### src/rtl/servo_frame_sched.sv
// Four-channel RC servo frame scheduler with per-frame slew limiting.
// Ports: clk, rst (sync, active-high), en, cmd_valid/cmd_ready/cmd_ch/cmd_pw,
//        servo_out[3:0], frame_tick, busy[3:0].
module servo_frame_sched #(
    parameter int FRAME  = 1000000,
    parameter int PW_MIN = 50000,
    parameter int PW_MAX = 100000,
    parameter int PW_CTR = 75000,
    parameter int SLEW   = 1389
) (
    input  logic        clk,
    input  logic        rst,
    input  logic        en,
    input  logic        cmd_valid,
    output logic        cmd_ready,
    input  logic [1:0]  cmd_ch,
    input  logic [16:0] cmd_pw,
    output logic [3:0]  servo_out,
    output logic        frame_tick,
    output logic [3:0]  busy
);

    localparam int CW = $clog2(FRAME);

    localparam logic [CW-1:0] CNT_PRE  = CW'(FRAME - 2);
    localparam logic [CW-1:0] CNT_LAST = CW'(FRAME - 1);

    localparam logic [16:0] W_MIN  = 17'(PW_MIN);
    localparam logic [16:0] W_MAX  = 17'(PW_MAX);
    localparam logic [16:0] W_CTR  = 17'(PW_CTR);
    localparam logic [16:0] W_SLEW = 17'(SLEW);

    typedef enum logic [1:0] {
        IDLE   = 2'd0,
        RUN    = 2'd1,
        UPDATE = 2'd2
    } state_t;

    state_t          state;
    state_t          state_nx;
    logic [CW-1:0]   cnt;
    logic [CW-1:0]   cnt_nx;
    logic [16:0]     tgt [4];
    logic [16:0]     cur [4];

    function automatic logic [16:0] clamp_pw(input logic [16:0] p);
        logic [16:0] r;
        r = p;
        if (p < W_MIN) r = W_MIN;
        if (p > W_MAX) r = W_MAX;
        return r;
    endfunction

    // Move c toward t by at most W_SLEW. The difference is taken in the
    // direction that cannot underflow, and c+W_SLEW only happens when it
    // stays below t, so nothing ever wraps.
    function automatic logic [16:0] slew_step(
        input logic [16:0] c,
        input logic [16:0] t
    );
        logic [16:0] d;
        logic [16:0] r;
        if (t >= c) begin
            d = t - c;
            r = (d <= W_SLEW) ? t : c + W_SLEW;
        end else begin
            d = c - t;
            r = (d <= W_SLEW) ? t : c - W_SLEW;
        end
        return r;
    endfunction

    // State register
    always_ff @(posedge clk) begin
        if (rst) begin
            state <= IDLE;
            cnt   <= '0;
        end else begin
            state <= state_nx;
            cnt   <= cnt_nx;
        end
    end

    // Next-state logic: RUN covers cnt 0..FRAME-2, UPDATE is cnt FRAME-1,
    // so a frame is always exactly FRAME cycles and en only matters at
    // the frame boundary.
    always_comb begin
        state_nx = state;
        cnt_nx   = cnt;
        unique case (state)
            IDLE: begin
                cnt_nx = '0;
                if (en) state_nx = RUN;
            end
            RUN: begin
                if (cnt == CNT_PRE) begin
                    state_nx = UPDATE;
                    cnt_nx   = CNT_LAST;
                end else begin
                    cnt_nx = cnt + 1'b1;
                end
            end
            UPDATE: begin
                cnt_nx   = '0;
                state_nx = en ? RUN : IDLE;
            end
            default: begin
                state_nx = IDLE;
                cnt_nx   = '0;
            end
        endcase
    end

    // Outputs are forced low while rst is high so the reset cycle itself
    // shows a quiet block, including mid-pulse.
    always_comb begin
        servo_out  = '0;
        frame_tick = 1'b0;
        cmd_ready  = 1'b0;
        busy       = '0;
        if (!rst) begin
            cmd_ready  = (state != UPDATE);
            frame_tick = (state == UPDATE);
            for (int i = 0; i < 4; i++) begin
                busy[i] = (cur[i] != tgt[i]);
                if (state == RUN)
                    servo_out[i] = (32'(cnt) < 32'(cur[i]));
            end
        end
    end

    // Width registers: targets take accepted commands, current widths
    // only move on the edge that leaves UPDATE.
    always_ff @(posedge clk) begin
        if (rst) begin
            for (int i = 0; i < 4; i++) begin
                tgt[i] <= W_CTR;
                cur[i] <= W_CTR;
            end
        end else begin
            if (cmd_valid && cmd_ready)
                tgt[cmd_ch] <= clamp_pw(cmd_pw);
            if (state == UPDATE) begin
                for (int i = 0; i < 4; i++)
                    cur[i] <= slew_step(cur[i], tgt[i]);
            end
        end
    end

endmodule

### config.mk
export PLATFORM = sky130hd
export DESIGN_NAME = servo_frame_sched
export DESIGN_NICKNAME = d
export VERILOG_FILES = /design/src/rtl/servo_frame_sched.sv
export SDC_FILE = /design/constraint.sdc
export NUM_CORES = 1
export LEC_CHECK = 0
export CAP_MARGIN = 20
export CORE_MARGIN = 1
export CORE_UTILIZATION = 30
export DETAILED_ROUTE_END_ITERATION = 16
export SLEW_MARGIN = 20
export SYNTH_ARGS = -nofsm -noshare
export SYNTH_HDL_FRONTEND = slang
export SYNTH_SLANG_ARGS = --single-unit
### constraint.sdc
create_clock -name clk -period 5.2 [get_ports clk]
set_input_delay 1.56 -clock clk [delete_from_list [all_inputs] [get_ports clk]]
set_output_delay 1.56 -clock clk [all_outputs]
set_load 0.05 [all_outputs]
==> impl_metrics.tcl <==
set metrics [dict create \
    ios 33 \
    hold_depth 3 \
    postSynth.asyncResetShare_pct 0 \
    die_height_um 251 \
    dr.first_iter.drc_count 1480 \
    fin_cells 3096 \
    h-tree-depth 4 \
    layout_common_cells "ha_1, nand2_1, a21oi_1" \
    grt_pass1_vias 17000 \
    num_rows 90 \
    grt.overflow.total 0 \
    worstHoldPathType "register to register" \
    slew_violations 0 \
    yosysSeqAreaShare_pct 24.3 \
    drtAntennaViolNets 0 \
    core-area_um2 60800 \
    grt_usage_pct 18.3 \
    synthesis.area_um2 18600 \
    syn_nets 2556 \
    floorplan.initialDensity_pct 30.6 \
    ir_worst_vdd_mv 0.251 \
    via_per_inst 5.75 \
    cp.required_ns 3.64 \
    reg2reg_slack_ns 0.60 \
    hold-worst-slack_ns 0.542 \
    fillCellCount 6352 \
    status "completed" \
    syn_area_per_cell_um2 8.01 \
    clkSlewWorstSetupHoldPaths_ns 0.06 \
    max_freq_mhz 197 \
    cap_violations 0 \
    synthFlopType "edfxtp_1" \
    finalClockSkew_ns 0.0133 \
    place_ws_ns -0.130 \
    area_growth_pct 9.84 \
    cts-hold-fix-buffers 0 \
    wl_um 59600 \
    powerDensity_nw_per_um2 186 \
    antenna_found_initial 0 \
    n_antenna_cell 0 \
    clock_latency_ns 0.45 \
    finalNetCount 2538 \
    fin_crit_sh_pct 97.8 \
    p_total_mw 3.79 \
    final.setup.worst_slack_ns 0.114 \
    cts_tree "built" \
    max-clock-path-buffers 2 \
    arrival_ns 3.53 \
    worstPathMaxFanout 2 \
    final_hold_viol_count 0 \
    synth_edf_count 136 \
    yosys.cell_types.count 98 \
    gp_congestion 0.896 \
    end_kind "output pin" \
    fin_crit_ns 5.09 \
    yosys_register_bits 158 \
    drc 0 \
    grt_setup_unrepaired "no" \
    dieWidth_um 251 \
    worst_pin_slew_ns 1.05 \
    portBuffers 32 \
    crit_type "input port to output pin" \
    yosys_warnings 0 \
    cts.sinks 158 \
    cts_root_buf "clkbuf_16" \
    leakage_nw 8.49 \
    drive_gt1_share_pct 5.66 \
    layout_commonest_cell "ha_1" \
    synth_cells 2319 \
    die_area_um2 63000 \
    setup_viol 0 \
    grt_pass1_wl_um 93200 \
    cp-start-kind "input port" \
    dp_hpwl_um 45500 \
    cts_made_buffers 17 \
    final_util_pct 33.6 \
    wl_per_cell_um 19.3 \
    first_pass_iters 9 \
    slew_headroom_pct 29.4 \
    reg2reg_depth 11 \
    vias 17800 \
    dp.cells 3064 \
    grt_max_degree 32 \
]
## power breakdown
part	switching (mW)	leakage, nW	internal, mW
sequential	0.0516	1.40	1.41
clock	0.559	0.296	0.713
combinational	0.644	6.79	0.412
## Yosys cell counts, types with 31 or more instances
| cell | instances | area share [%] |
|---|---|---|
| a21oi_1 | 200 | 5.4 |
| clkbuf_1 | 73 | 1.5 |
| inv_1 | 196 | 4.0 |
| edfxtp_1 | 136 | 22 |
| nand3_1 | 55 | 1.5 |
| nor2_1 | 185 | 3.7 |
| xnor2_1 | 122 | 5.7 |
| a21o_1 | 76 | 3.1 |
| o21ai_0 | 133 | 3.6 |
| nor3_1 | 64 | 1.7 |
| nand2_1 | 201 | 4.1 |
| xor2_1 | 36 | 1.7 |
| nor4_1 | 31 | 1.0 |
| ha_1 | 206 | 14 |
## metrics by stage
step / setup TNS, ns / area [µm²]
after floorplan: 0 / 18600
after global placement: -0.458 / 19800
after detailed placement: -0.410 / 19800
after CTS: 0 / 20400
after global routing: 0 / 20400
final: 0 / 20400
## cell families after synthesis
kind of cell,share of synthesized area (%)
AOI/OAI and AO/OA,26.5
xor gates and xnor gates,7.45
adders and majority gates,14.7
buffers and inverters,6.40
DFF,24.3
muxes,1.38
and+or+nand+nor,19.2
## what timing repair did
item | in CTS | in global routing
resized for setup | 4 | 0
setup buffers | 0 | 0
endpoints found under the setup margin | 4 | 0
## per-layer routing
layer  global-route usage, %  routed length, µm  vias up
met2                    30.6              27700      693
li1                        -                  -     8463
met1                    24.7              27000     8577
met3                    2.61               3910       69
met5                       0                  0        -
met4                    4.72               1080        0
## final timing paths
path / from / to
setup / recovery: rst / servo_out[3]
hold / removal: state[0] / state[0]
setup reg to reg: cur[0][3] / cur[0][6]
hold reg to reg: state[0] / state[0]
## sequential cells by signal, summed over array words and instances, names as in the netlist
signal and count:
cnt 20, cur 68, state 2, tgt 68
## area by class of cell
| type | instances | area, µm² | share of cell area, % |
|---|---|---|---|
| clock buffer | 22 | 518 | 2.54 |
| clock inverter | 10 | 71.3 | 0.349 |
| inverter | 201 | 754 | 3.70 |
| multi-input combinational | 1861 | 12900 | 63.2 |
| sequential | 158 | 4520 | 22.2 |
| tap | 782 | 978 | 4.79 |
| timing repair buffer | 62 | 669 | 3.28 |
## critical path: stages
cell and delay, ns:
dlygate4sd2_1 0.27, or3_4 0.35, or4_4 0.44, buf_4 0.17, buf_12 0.13, a211oi_1 0.20
o31a_1 0.25, buf_12 0.16
Note: power is estimated with default switching activity, not from simulation.
